**src/rtl/sram_controller.sv**
```systemverilog
// Serves 32-bit MEM-stage loads/stores from a 16-bit asynchronous SRAM as two
// halfword phases of SRAM_WAIT cycles each; ready drops while a request is in flight.
module sram_controller #(
  parameter int unsigned SRAM_WAIT = 2,
  parameter logic [31:0] BASE_ADDR = 32'd1024
) (
  input  logic        clk,
  input  logic        rst,
  input  logic        wr_en,
  input  logic        rd_en,
  input  logic [31:0] address,
  input  logic [31:0] write_data,
  output logic [31:0] read_data,
  output logic        ready,
  output logic [17:0] sram_addr,
  output logic        sram_we_n,
  output logic [15:0] sram_dq_out,
  output logic        sram_dq_oe,
  input  logic [15:0] sram_dq_in
);

  typedef enum logic [1:0] {IDLE, LOW, HIGH, DONE} state_t;

  localparam logic [3:0] CNT_LAST = 4'(SRAM_WAIT - 1);

  state_t      state, state_nxt;
  logic [3:0]  cnt, cnt_nxt;
  logic        req;
  logic        last;
  logic [31:0] offset;

  logic [16:0] word_p0;
  logic [31:0] data_p0;
  logic        op_wr_p0;
  logic [15:0] low_p1;
  logic [15:0] dq_hold;

  assign req    = wr_en | rd_en;
  assign last   = (cnt == CNT_LAST);
  // Subtraction wraps modulo 2^32 before the word field is taken.
  assign offset = address - BASE_ADDR;
  assign ready  = rst | ~(req & (state != DONE));

  always_ff @(posedge clk) begin
    if (rst) begin
      state     <= IDLE;
      cnt       <= '0;
      read_data <= '0;
      dq_hold   <= '0;
    end else begin
      state <= state_nxt;
      cnt   <= cnt_nxt;
      if (state == HIGH && last && !op_wr_p0)
        read_data <= {sram_dq_in, low_p1};
      if (state == LOW || state == HIGH)
        dq_hold <= sram_dq_out;
    end
  end

  // Request capture stage: inputs are sampled only when leaving IDLE.
  always_ff @(posedge clk) begin
    if (state == IDLE && req) begin
      word_p0  <= offset[18:2];
      data_p0  <= write_data;
      op_wr_p0 <= wr_en;
    end
    if (state == LOW && last && !op_wr_p0)
      low_p1 <= sram_dq_in;
  end

  always_comb begin
    state_nxt = state;
    cnt_nxt   = cnt;
    case (state)
      IDLE: begin
        if (req) begin
          state_nxt = LOW;
          cnt_nxt   = '0;
        end
      end
      LOW: begin
        if (last) begin
          state_nxt = HIGH;
          cnt_nxt   = '0;
        end else begin
          cnt_nxt = cnt + 4'd1;
        end
      end
      HIGH: begin
        if (last) begin
          state_nxt = DONE;
          cnt_nxt   = '0;
        end else begin
          cnt_nxt = cnt + 4'd1;
        end
      end
      DONE:    state_nxt = IDLE;
      default: state_nxt = IDLE;
    endcase
  end

  // SRAM pin stage: strobes and address are only active inside a phase.
  always_comb begin
    sram_addr   = '0;
    sram_we_n   = 1'b1;
    sram_dq_oe  = 1'b0;
    sram_dq_out = dq_hold;
    case (state)
      LOW: begin
        sram_addr   = {word_p0, 1'b0};
        sram_dq_out = data_p0[15:0];
        sram_dq_oe  = op_wr_p0;
        sram_we_n   = ~op_wr_p0;
      end
      HIGH: begin
        sram_addr   = {word_p0, 1'b1};
        sram_dq_out = data_p0[31:16];
        sram_dq_oe  = op_wr_p0;
        sram_we_n   = ~op_wr_p0;
      end
      default: ;
    endcase
  end

endmodule

```
**config.mk**
```make
export PLATFORM = sky130hd
export DESIGN_NAME = sram_controller
export DESIGN_NICKNAME = d
export VERILOG_FILES = /design/src/rtl/sram_controller.sv
export SDC_FILE = /design/constraint.sdc
export NUM_CORES = 1
export LEC_CHECK = 0
export CORE_ASPECT_RATIO = 1.4
export CORE_MARGIN = 2
export CORE_UTILIZATION = 30
export DETAILED_ROUTE_END_ITERATION = 6
export SYNTH_ARGS = -nofsm -noshare
export SYNTH_HDL_FRONTEND = slang
export SYNTH_SLANG_ARGS = --single-unit
```
**constraint.sdc**
```tcl
create_clock -name clk -period 3.4 [get_ports clk]
set_clock_uncertainty 0.2 [all_clocks]
set_input_delay 0.68 -clock clk [delete_from_list [all_inputs] [get_ports clk]]
set_output_delay 0.68 -clock clk [all_outputs]
set_load 0.02 [all_outputs]
```
# ---- Word level (Yosys, flattened, before mapping)
# Index checks and enable logic that the tools add are counted.
dict set report word_totals {
  out_inout_bits 69
  regBits 120
  in_bits 84
}
dict set report classes {
  n_addsub 2
  n_eq_ne 8
  bitwise 5
  n_mux 11
  n_reduce_logical 12
}
# cell n
set op_table {}
lappend op_table {{$pmux W18 S2} 1}
lappend op_table {{$pmux W16 S2} 1}
lappend op_table {{$sub A19 B11 Y19 const B} 1}
lappend op_table {{$mux W4} 2}
lappend op_table {{$ne A2 B2 Y1 const B} 4}
lappend op_table {{$pmux W2 S4} 1}
lappend op_table {{$pmux W4 S2} 1}
lappend op_table {{$mux W2} 3}
lappend op_table {{$logic_and A1 B1 Y1} 5}
lappend op_table {{$add A4 B1 Y4 const B} 1}
lappend op_table {{$eq A2 B2 Y1 const B} 2}
lappend op_table {{$eq A4 B1 Y1 const B} 1}
lappend op_table {{$reduce_and A3 Y1} 1}
lappend op_table {{$eq A2 B1 Y1 const B} 1}
lappend op_table {{$logic_not A2 Y1} 1}
lappend op_table {{$mux W1} 2}
lappend op_table {{$not A1 Y1} 2}
lappend op_table {{$or A1 B1 Y1} 2}
lappend op_table {{$reduce_and A2 Y1} 1}
lappend op_table {{$reduce_bool A2 Y1} 1}
lappend op_table {{$reduce_or A2 Y1} 1}
lappend op_table {{$and A1 B1 Y1} 1}
lappend op_table {{$logic_not A1 Y1} 1}
lappend op_table {{$logic_or A1 B1 Y1} 1}

# ---- Logic depth before layout (Yosys ltp)
# Gate-level depths: netlist of run 1.
dict set report logic_depth {
  ltp_word 4
  mapped_depth 7
  depth_no_buf 5
}

# ---- Worst setup path after synthesis of run 1
# OpenSTA, ideal clock, no wires.
dict set report synth_timing {
  path_kind {input port to flip-flop}
  start {input port rd_en}
  end {register data_p0[0] (enable)}
  n_path_buf 0
  path_stages 1
  path_slack_ns 0.932
  t_arrival_ns 1.857
  t_required_ns 2.789
  path_cell_list {o21a_1}
}
dict set report synth_between {
  elab_chain_len 2
}
# element line_no
set synth_lines {}
lappend synth_lines {{start: declaration} 10} ;# input logic rd_en,
lappend synth_lines {{$or A1 B1 Y1} 38} ;# assign req = wr_en | rd_en;
lappend synth_lines {{$logic_and A1 B1 Y1} 62} ;# if (state == IDLE && req) begin
lappend synth_lines {{end signal: assignment} 64} ;# data_p0 <= write_data;
lappend synth_lines {{end: declaration} 33} ;# logic [31:0] data_p0;
# Every way passes these cells.
# A chain may end at the register's enable or synchronous reset.

# ---- Worst setup path in the final report of run 1
dict set report layout_timing {
  start {register state[0]}
  end {output port sram_addr[6]}
}
dict set report layout_between {
  elab_chain_len 2
  word_cells_on_any_way 3
  classes_between {2 x eq/ne; 1 x mux}
}
# element line_no
set layout_lines {}
lappend layout_lines {{start: declaration} 26} ;# state_t state, state_nxt;
lappend layout_lines {{start signal: assignment} 51} ;# state <= state_nxt;
lappend layout_lines {{$eq A2 B2 Y1 / $eq A2 B1 Y1 (equally long branches)} 108} ;# case (state)
lappend layout_lines {{$pmux W18 S2 (*)} 108}
lappend layout_lines {{end: declaration} 15} ;# output logic [17:0] sram_addr,
# Every way passes the cells marked *; elsewhere a longest branch is shown, timed or not.

==> results of run 1 <==
-- report_power, final --
part	switching [W]	internal [W]	total [W]
Clock	0.000664	0.00109	0.00175
Sequential	0.0000877	0.00189	0.00198
Combinational	0.00139	0.000973	0.00237
Total	0.00215	0.00395	0.00610
-- final timing paths --
path / start / to / slack, ns / cells after the start
hold reg to reg: read_data[5] / read_data[5] / 0.27 / 2
hold / removal: read_data[5] / read_data[5] / 0.27 / 2
setup reg to reg: state[0] / read_data[24] / 0.90 / 6
setup / recovery: state[0] / sram_addr[6] / 0.14 / 5
-- state kept, by name, indices dropped and copies added (netlist names) --
name	cells
state	2
read_data	32
word_p0	17
data_p0	32
low_p1	16
cnt	4
op_wr_p0	1
dq_hold	16
-- through the flow --
stage	hold WS (ns)	cell area [um^2]	instances	power (W)
floorplan	0.2796	4662	392	0.003418
global placement	0.2498	6196	699	0.004365
detailed placement	0.2582	6196	699	0.004397
CTS	0.2665	6777	731	0.006184
global route	0.2813	6799	731	0.006447
finish	0.2658	6799	731	0.006097
-- critical path: stages, from the launching register on --
cell and delay [ns]:
dfxtp_1 0.36, inv_1 0.09, ha_2 0.27, or2_2 0.47
and3_1 0.25, clkdlybuf4s50_1 0.54
-- cells in the final DEF (no fill, tap or decap), types with 3 or more instances in the layout --
master / n
clkdlybuf4s50_1: 130
and3_1: 17
a21oi_1: 51
inv_1: 9
clkbuf_16: 17
o21ai_0: 6
buf_4: 6
o21ai_1: 27
nand3_1: 34
xor2_1: 5
a22oi_1: 16
clkinv_4: 5
ha_1: 6
nor2b_1: 17
o21ai_2: 3
edfxtp_1: 66
nor2_1: 20
dfxtp_1: 54
dlymetal6s2s_1: 6
-- layer usage --
metal	GRT usage, %	up-vias	part of all wire, %
li1	-	1709	-
met1	16.74	1662	42
met2	24.41	121	51
met3	3.807	11	5.5
met4	5.063	0	1.5
met5	0	-	0
-- area by class of cell --
class,instances,area [um^2],area share (%)
timing repair buffer,145,1461,21.49
multi-input combinational,233,1420,20.89
inverter,9,33.78,0.4969
clock inverter,13,147.6,2.172
sequential,120,3063,45.05
tap,192,240.2,3.533
clock buffer,19,432.9,6.367
-- cell families after synthesis --
group	Yosys count	synth area share [%]
xor+xnor	6	1.127
fa+ha+maj	7	1.879
flops	120	65.70
mux	1	0.2147
compound gates	110	13.26
simple gates	109	13.90
buf+inv	39	3.918
-- timing repair --
action                     4_1_cts  5_1_grt
resized for setup                1        8
hold buffers                     0        0
setup endpoints to repair       11       16
buffers inserted                 0        0
==> metrics.txt, run 1 <==
run status complete, no violations; Max Slew Vio Count 0; Num CTS Buffers 17; Synth area leader edfxtp_1; fillers 1422; via count 3503; gp weighted congestion 0.7174; worst vdd ir 497.3 uV; via/cell ratio 4.792; Remaining DRCs 0; CTS max path bufs 2; Yosys reg bits 120; initial core utilization 30.83%; Post-synth EDFFs 66; fmax 306.4 MHz; Worst Max-Slew Pin Slew 1.070 ns; top-count cell post-synth edfxtp_1; syn nets 483; Data required, critical path 2.52 ns; power density cells 896.7 nW/um^2; largest cells by area after synthesis edfxtp_1 (43%), dfxtp_1 (23%), a21oi_1 (5.5%); register area share after synthesis 65.70%; Synth Instances 392; DRT Wirelength 11540 um; GRT Overall Usage 14.14%; most common library cells after synthesis edfxtp_1 (66), dfxtp_1 (54), a21oi_1 (51); die height 151.5 um; Netlist Area Pre-Place 4662 um^2; number of I/O pins 153; Die Wd 109.4 um; antenna violations before repair 0; Reg clk slew, reported paths 0.06 ns; Post-DP HPWL 7599 um; Row Count 53; Core Box Area 15120 um^2; YS warnings 0; first-pass GRT wire length 17980 um; IO Port Bufs 137; Cell variety after synth 43; Hold WC Path Type reg -> reg; vias in the first global route 3564; DR pass1 iterations 5; Main synth FF type edfxtp_1; Yosys top cell area share 42.51%; Clock Latency Late Sink 0.40 ns; final setup violation count 0; initial DRC count 265; arrival time worst endpoint 2.38 ns; DP Worst Slack 0.4199 ns; Syn Area/Cell 11.89 um^2; H-Tree Level Count 4; slew margin rel. 28.59%; clk sink count 120; critical path capture point type primary output; largest net degree at the start of global routing 56; critical path type reg -> out; critical path peak fanout 18; global route overflow 0; Root Driver clkbuf_16; Sum Neg Setup Slack 0 ns; max-cap violations 0; clock tree from TritonCTS built; minimum clock period 3.264 ns; RSZ-0062 raised after global routing false; final hold vios 0; Routed WL per cell 15.79 um; share of cells above drive strength 1 9.833%; Area Overhead vs Synth 45.84%; static leakage 2.461 nW; Detail Route Antenna Nets 0; min setup slack post-route 0.1362 ns; Startpoint Class flip-flop; full die area 16570 um^2; Util after Layout 44.97%; fin crit share 95.99%; final net count 617; asr flop ratio synth 0%; Antenna diodes 0
No activity file was read; power rests on OpenSTA's default activity.
==> run 2: changes to the inputs <==
Settings changed: SETUP_SLACK_MARGIN set to 0.4.
Clock period 3.4 ns to 2.9 ns, I/O delays scaled along.
==> run 2 against run 1 <==
Effect of this change: via count up 3.8%; sequential share of layout area is 3.7 points lower; hold slack improved by 0.010 ns; largest cell class unchanged; flip-flop and latch count stayed put; first-iteration DRC count decreased by 26%; non-clock buffer count rose by 15; routed wire length rose by 10%; final cell count rose by 2.6%; worst setup slack gained 0.21 ns; clock-buffer cell count increased by 1; global-route usage is 1.2 points higher; combinational power is 78% higher.
==> metrics.txt, run 2 (synthesized netlist as in run 1, its figures left out) <==
Met1 Wirelength 4970 um (+3.3%); DP Worst Slack 0.2056 ns (-0.2143 ns); slew margin rel. 46.11% (+18 points); clk sink count 120 (unchanged); minimum clock period 2.550 ns; Clock Latency Late Sink 0.40 ns (about the same); initial DRC count 195 (-26%); critical path peak fanout 5 (-13); Worst Max-Slew Pin Slew 0.8084 ns (-0.2616 ns); Max Slew Vio Count 0 (unchanged); Post-CTS Hold Fix Bufs 0 (unchanged); arrival time worst endpoint 1.77 ns (-0.61 ns); full die area 16570 um^2 (unchanged); Min-Delay Startpoint read_data[27]; max-cap violations 0 (unchanged); IO Port Bufs 137 (unchanged); static leakage 2.628 nW (+6.8%); Row Count 53 (unchanged); Num CTS Buffers 17 (unchanged); gp weighted congestion 0.6948 (-3.2%); critical path type reg -> out; Hold Crit Depth 2 (unchanged); final net count 635 (+2.9%); fillers 1371 (-3.6%); WL met2 6761 um (+14%); most frequent cells in the layout clkdlybuf4s50_1 (99), edfxtp_1 (66), dfxtp_1 (52); register area 3070 um^2 (+0.24%); Sum Neg Setup Slack 0 ns (unchanged); Area Overhead vs Synth 59.23%; global route overflow 0 (unchanged); met3 WL 801 um (+27%); share of cells above drive strength 1 28.19% (+18 points); most common cell after layout, fill and taps aside clkdlybuf4s50_1; Data required, critical path 2.12 ns (-0.40 ns); Detail Route Antenna Nets 0 (unchanged); max layer used met4; dpl cells 701 (+0.29%); die height 151.5 um (unchanged); H-Tree Level Count 4 (unchanged); critical path capture point type primary output; RSZ-0062 raised after global routing true; number of I/O pins 153 (unchanged); fmax 392.1 MHz; Hold WC Path Type reg -> reg; first-pass GRT wire length 19220 um (+6.9%); Remaining DRCs 0 (unchanged); min setup slack post-route 0.3497 ns (+0.2135 ns); Die Wd 109.4 um (unchanged); power density cells 1171 nW/um^2 (+31%); largest net degree at the start of global routing 56 (unchanged); via/cell ratio 4.848 (+1.2%); cell count of the worst reg-to-reg path 8 (+2); Startpoint Class flip-flop; antenna violations before repair 1 (+1); Reg clk slew, reported paths 0.05 ns (about the same); final hold vios 0 (unchanged); largest registers data_p0 x32, read_data x32, word_p0 x17; Core Box Area 15120 um^2 (unchanged); DRT Wirelength 12700 um (+10%); R2R Path End read_data[25]; R2R Setup Slk 0.67 ns (-0.23 ns); run status complete, no violations; vias in the first global route 3699 (+3.8%); CTS max path bufs 2 (unchanged); final setup violation count 0 (unchanged); Layout Cells excl Fill 750 (+2.6%); clock tree from TritonCTS built; fin crit share 87.94%; reg2reg start state[1]; Hold WS 0.2761 ns (+0.01035 ns); worst vdd ir 643.1 uV (+29%); via count 3636 (+3.8%); GRT Overall Usage 15.37% (+1.2 points); Post-DP HPWL 7592 um (-0.10%); Multi-input gate area 1742 um^2 (+23%); DR pass1 iterations 4 (-1); initial core utilization 30.83% (unchanged); Routed WL per cell 16.93 um (+7.2%); hold path endpoint read_data[27]; Root Driver clkbuf_16
-- run 2: per-stage QoR --
step / total power [W] / utilization (%) / cell area (um^2)
3_5_place_dp: 0.005218 / 41.24 / 6236
4_1_cts: 0.008313 / 47.19 / 7134
5_1_grt: 0.009140 / 49.10 / 7423
2_1_floorplan: 0.004007 / - / 4662
6_report: 0.008696 / 49.10 / 7423
3_3_place_gp: 0.005175 / 41.24 / 6236
-- run 2: cell type report --
class / count / area share (%)
clock buffer: 20 / 6.017
tap: 192 / 3.236
multi-input combinational: 236 / 23.46
timing repair buffer: 160 / 23.29
clock inverter: 12 / 2.039
inverter: 9 / 0.5562
sequential: 120 / 41.36
antenna: 1 / 0.03371
-- run 2: metal layers --
layer,vias to the layer above,global-route usage [%]
met1,1754,17.18
met3,11,4.577
met2,121,27.19
met4,0,5.886
li1,1750,-
met5,-,0
-- run 2: critical path, cell delays in order (launching register included) --
cell and delay [ns]:
dfxtp_4 0.38, inv_6 0.05, ha_4 0.30, buf_12 0.12
buf_16 0.12, buf_6 0.10, nor2_4 0.03, a21oi_2 0.13
buf_6 0.14
-- run 2: worst max-delay path by stage --
stage | start | end | cells after the start
floorplan | state[0] | data_p0[0] | 3
global placement | state[1] | sram_dq_out[3] | 6
detailed placement | state[1] | sram_dq_out[9] | 6
CTS | state[1] | sram_dq_out[12] | 6
global route | state[0] | sram_dq_out[9] | 7
finish | state[0] | sram_dq_out[11] | 8
-- run 2: repair_timing --
action,4_1_cts,5_1_grt
setup buffers,6,2
resized for setup,216,67
pin swaps,5,10
gates cloned,7,1
endpoints found under the setup margin,37,35
-- run 2: where the power goes --
| part | internal, W | switching, W | leakage, nW |
|---|---|---|---|
| registers | 0.00223 | 0.000144 | 1.07 |
| clock network | 0.00137 | 0.000747 | 0.280 |
| logic | 0.00201 | 0.00220 | 1.28 |
| total | 0.00560 | 0.00309 | 2.63 |
==> variant 1, RTL diff (settings of run 2) <==
The 4 states of `state_t` get a Gray code encoding in 2 bits.
--- a/src/rtl/sram_controller.sv
+++ b/src/rtl/sram_controller.sv
@@ -19,7 +19,7 @@
   input  logic [15:0] sram_dq_in
 );
 
-  typedef enum logic [1:0] {IDLE, LOW, HIGH, DONE} state_t;
+  typedef enum logic [1:0] {IDLE = 2'b00, LOW = 2'b01, HIGH = 2'b11, DONE = 2'b10} state_t;
 
   localparam logic [3:0] CNT_LAST = 4'(SRAM_WAIT - 1);
 
Function: no difference found for any inputs over 10 cycles, from zero or initial values and one cycle with rst high; not proved beyond that.
==> variant 1 against run 2 <==
Sequential cell count did not move. Final area shrank 5.0%. Area after synthesis up 3.2%. Wire length down 17%. Worst setup slack better by 0.14 ns. Critical path type unchanged. Largest cell class unchanged.
Power is not compared: it rests on default switching activity, and its combinational part moved more than twofold at a synthesized area within 25%.
==> variant 1: results (changes against run 2) <==
** Run status
- Result of the run: completed (unchanged).

** Cells and area
- Number of antenna diodes :: 0 (was 1)
- The number of filler cells placed in the layout came to 1486 (was 1371).
- The share of final-layout standard cells stronger than drive strength 1 came to 0.1144 (was 0.2819).
- The net count of the finished layout was 607 (was 635).

** GRT
- The global-route wire length before repair came to 16960 µm (was 19220 µm).
- Antenna violations before repair :: 0 (was 1)
- Vias in the first global route :: 3384 (was 3699)
- The maximum number of pins on one net before global-route repair came to 85 (was 56).
- The global-route total usage across every layer was 0.1255 (was 0.1537).

** Synthesis
- Total of warnings raised by yosys :: 0 (unchanged)
- Most instantiated cells after synthesis :: edfxtp_1, nand2b_1, dfxtp_1 (was edfxtp_1, dfxtp_1, a21oi_1)
- Sequential fraction of the synthesis area :: 0.6363 (was 0.6570)
- Dominant cells by area after synthesis :: edfxtp_1, dfxtp_1, mux2i_1, nand2b_1, a211oi_1 (was edfxtp_1, dfxtp_1, a21oi_1, nand3_1, o21ai_1)
- Post-synthesis net count :: 461 (was 483)
- Primary FF master, synth :: edfxtp_1 (unchanged)
- The share of async-settable or async-resettable flops after synthesis came to 0 (unchanged).
- The number of distinct library cell variants in the gate-level netlist after synthesis was 32 (was 43).
- Gate Count Post-Synth :: 374 (was 392)

** Drt
- Vias per inst :: 4.502 (was 4.848)
- Total vias in the final route :: 3282 (was 3636)
- Total length of routed wires :: 10560 µm (was 12700 µm)
- DR iter-0 viols :: 114 (was 195)

** Clock network
- CTS HTree Levels :: 4 (unchanged)
- The largest buffer count on any clock path is 2 (unchanged).
- Worst-skew pair later-pin latency :: 0.40 ns (about the same)

** Setup path
- Highest cell delay on the worst timing path :: between 0.3 and 0.4 ns
- The top cell family by delay on the critical path was buffers and inverters (unchanged).
- The critical-path maximum fanout was 4 (was 5).
- The number of cells on the worst reg-to-reg path came to 5 (was 8).
- Arrival time reported for the critical path endpoint :: 1.63 ns (was 1.77 ns)

** Place
- Port bufs :: 137 (unchanged)
- The final HPWL from detailed placement is 6922 µm (was 7592 µm).
- The number of placed instances with taps included was 691 (was 701).
- Routability-driven placement congestion ratio :: 0.7019 (was 0.6948)

** Power
- VDD sags by at most 364.7 µV.
- Leak :: between 2 and 3 nW

** Timing
- The remaining max-slew budget at the tightest pin is 0.5510 (was 0.4611).

** Worst hold path
- The depth of the worst hold-timing path is 2 (unchanged).
==> variant 1: cell types whose count changed after synthesis, sizes merged, moves of 16 or more <==
cell / run 2 / this run
a21oi: 51 / 17
a22oi: 16 / 0
and2: 1 / 18
and3: 17 / 0
mux2i: 1 / 48
nand2b: 2 / 66
nand3: 34 / 1
nor2b: 17 / 0
o21ai: 36 / 0
==> variant 1: layout make-up <==
cell class,instances,share of cell area
clock inverter,9,0.01242
sequential,120,0.4353
multi-input combinational,224,0.2295
clock buffer,23,0.07095
timing repair buffer,151,0.2139
tap,196,0.03476
inverter,6,0.003193
==> variant 1: routing by layer <==
layer  vias to the layer above  track usage  wire length [µm]
met5                         -            0                 0
met4                         0      0.04233                77
met3                         8      0.04809               734
met2                       112       0.2127              5264
met1                      1554       0.1463              4481
li1                       1608            -                 -
==> variant 1: what timing repair did <==
| item | in CTS | in global routing |
|---|---|---|
| setup buffers | 2 | 2 |
| gates resized for setup | 47 | 14 |
| cloned | 2 | 0 |
| endpoints found under the setup margin | 37 | 14 |
==> variant 1: cell families (layout without fill, tap and decap cells) <==
logic type      after synthesis  after routing  share of synthesized area
compound gates               40             40                    0.05485
xor+xnor                      8              8                    0.01456
fa+ha+maj                     3              3                   0.007799
buf+inv                      30            189                    0.03639
flops                       120            120                     0.6363
mux                          48             48                    0.09982
simple gates                125            125                     0.1502
==> variant 1: worst reg2reg max path, cell delays in order, from the launching register on <==
cell     delay, ns
dfxtp_1       0.40
ha_1          0.18
or3b_4        0.41
nor3b_4       0.19
buf_4         0.50
mux2i_1       0.29
==> variant 1: path summary, 6_finish.rpt <==
| check | from | slack, ns | endpoint |
|---|---|---|---|
| worst max-delay path | state[1] | 0.49 | sram_dq_out[6] |
| worst min-delay path | read_data[11] | 0.27 | read_data[11] |
| worst max register to register | cnt[0] | 0.65 | read_data[3] |
| worst min register to register | read_data[11] | 0.27 | read_data[11] |
==> variant 1: power by group through the flow <==
stage / registers [mW] / logic [mW] / clock network (mW)
finish: 1.92 / 0.471 / 2.05
global route: 1.93 / 0.513 / 2.20
CTS: 1.92 / 0.473 / 2.12
detailed placement: 1.96 / 0.486 / 0
global placement: 1.96 / 0.480 / 0
floorplan: 1.95 / 0.241 / 0
==> variant 1: metrics by stage <==
step	utilization	hold WS [ns]	setup slack [ns]	cell area, µm²
3_5_place_dp	0.4085	0.2603	0.1824	6404
6_report	0.4500	0.2710	0.4879	7054
2_1_floorplan	-	0.2764	0.4088	4835
3_3_place_gp	0.4085	0.2571	0.1825	6404
5_1_grt	0.4500	0.2911	0.3966	7054
4_1_cts	0.4483	0.2760	0.3865	7027
==> variant 2, RTL diff (config.mk and constraints of run 2) <==
Made on the original files. Make the reset (`rst`) asynchronous in one clocked block.
--- a/src/rtl/sram_controller.sv
+++ b/src/rtl/sram_controller.sv
@@ -41,7 +41,7 @@
   assign offset = address - BASE_ADDR;
   assign ready  = rst | ~(req & (state != DONE));
 
-  always_ff @(posedge clk) begin
+  always_ff @(posedge clk or posedge rst) begin
     if (rst) begin
       state     <= IDLE;
       cnt       <= '0;
Behaviour: differs if rst is asserted again (counterexample within 4 cycles, from zero or initial values and one cycle with rst high); with rst held inactive, the same outputs for 10 cycles.
==> variant 2 against run 2 <==
Final area rose by 1.5%. Combinational power is 31% higher. Total power is 17% higher. Sequential cell count is the same. Wire length decreased by 13%. Area after synthesis is 2.8% higher. Via count decreased by 12%. Clock power decreased by 9%. Fmax is 2.2% lower. Worst setup slack worse by 0.057 ns. Die area is 2.7% higher. Count of clock-buffer cells in the layout is the same. Critical path depth shrank 2. Largest cell class unchanged.
==> variant 2: results (changes against run 2) <==
** Timing
- Hold slack :: 0.2762 ns (was 0.2761 ns)
- The slew of the pin with the lowest slew margin is 0.6225 ns (was 0.8084 ns).
- Min setup slack post-route :: 0.2924 ns (was 0.3497 ns)

** Synthesis
- The portion of the post-synthesis area used by sequential elements is 0.6957 (was 0.6570).
- Count of different cell masters after synthesis :: 37 (was 43)
- Dominant cells by area after synthesis: edfxtp_1, dfrtp_1, mux2_4, a21oi_1, a22oi_1 (was edfxtp_1, dfxtp_1, a21oi_1, nand3_1, o21ai_1).
- Most instantiated cells after synthesis: edfxtp_1, dfrtp_1, a21oi_1 (was edfxtp_1, dfxtp_1, a21oi_1).
- The net count of the mapped netlist is 401 (was 483).

** Place
- Post-DP HPWL :: 7190 µm (was 7592 µm)
- Routability-driven placement congestion ratio :: 0.7268 (was 0.6948)
- The number of placed instances with taps included was 640 (was 701).
- Post-placement cell area :: 6513 µm² (was 6236 µm²)
- The worst slack after detailed placement was 0.03938 ns (was 0.2056 ns).

** Clock network
- Cells resized by post-CTS repair :: 237 (was 216)
- Post CTS Setup Buffer Count :: 14 (was 6)

** Cells and area
- Final net count :: 575 (was 635)
- Share of layout cells above drive strength 1 :: 0.4064 (was 0.2819)

** Setup path
- Capturing element of the worst setup path :: sram_addr[16] (was sram_dq_out[11])
- The worst setup slack for register-to-register paths is 0.55 ns (was 0.67 ns).
- The library cell contributing the largest single delay on the critical path was dfrtp_1 (was dfxtp_4).
- Count of cells along the worst register-to-register path :: 6 (was 8)
- Worst-path maximum fanout :: 11 (was 5)
- Worst reg2reg endpoint :: read_data[29] (was read_data[25])

** Worst hold path
- The destination of the worst hold path was read_data[9] (was read_data[27]).
- The depth of the worst hold-timing path came to 1 (was 2).
- The startpoint of the tightest hold check path is low_p1[9] (was read_data[27]).

** GRT
- Antenna violations before repair :: 0 (was 1)
- The via count of the first global-routing pass is 3343 (was 3699).
- First-pass GRT wire length :: 17490 µm (was 19220 µm)
- The maximum number of pins on one net before global-route repair was 40 (was 56).

** Drt
- DR WL/cell :: 16.03 µm (was 16.93 µm)
- Vias per inst :: 4.623 (was 4.848)

** Run status
- Result of the run: completed (unchanged).

** Power
- Max rail drop VDD :: 739.7 µV (was 643.1 µV)
variant 2: layout make-up:
class	instances	area, µm²	share of cell area
inverters	8	30.03	0.003987
multi-input cells	165	1625	0.2158
clock buffers	20	436.7	0.05797
repair buffers	172	1757	0.2332
flip-flops and latches	120	3333	0.4425
well taps	196	245.2	0.03256
clock inverters	12	105.1	0.01395
variant 2: routing by layer:
metal,wire [µm],vias up,global-route usage
met4,244,0,0.06310
met1,4283,1581,0.1467
li1,-,1508,-
met3,540,15,0.03942
met5,0,-,0
met2,6041,100,0.2372
variant 2: cell families after synthesis:
kind of cell | count (synthesis) | synth area share
flops | 120 | 0.6957
compound gates | 59 | 0.07574
simple gates | 57 | 0.06321
mux | 33 | 0.1011
buf+inv | 27 | 0.03317
xor+xnor | 7 | 0.01280
fa+ha+maj | 7 | 0.01828
variant 2: power by group:
group          total (mW)  switching, mW  internal, mW
clock network        1.92          0.747          1.17
logic                5.51           2.69          2.83
registers            2.73          0.278          2.46
total                10.2           3.71          6.45
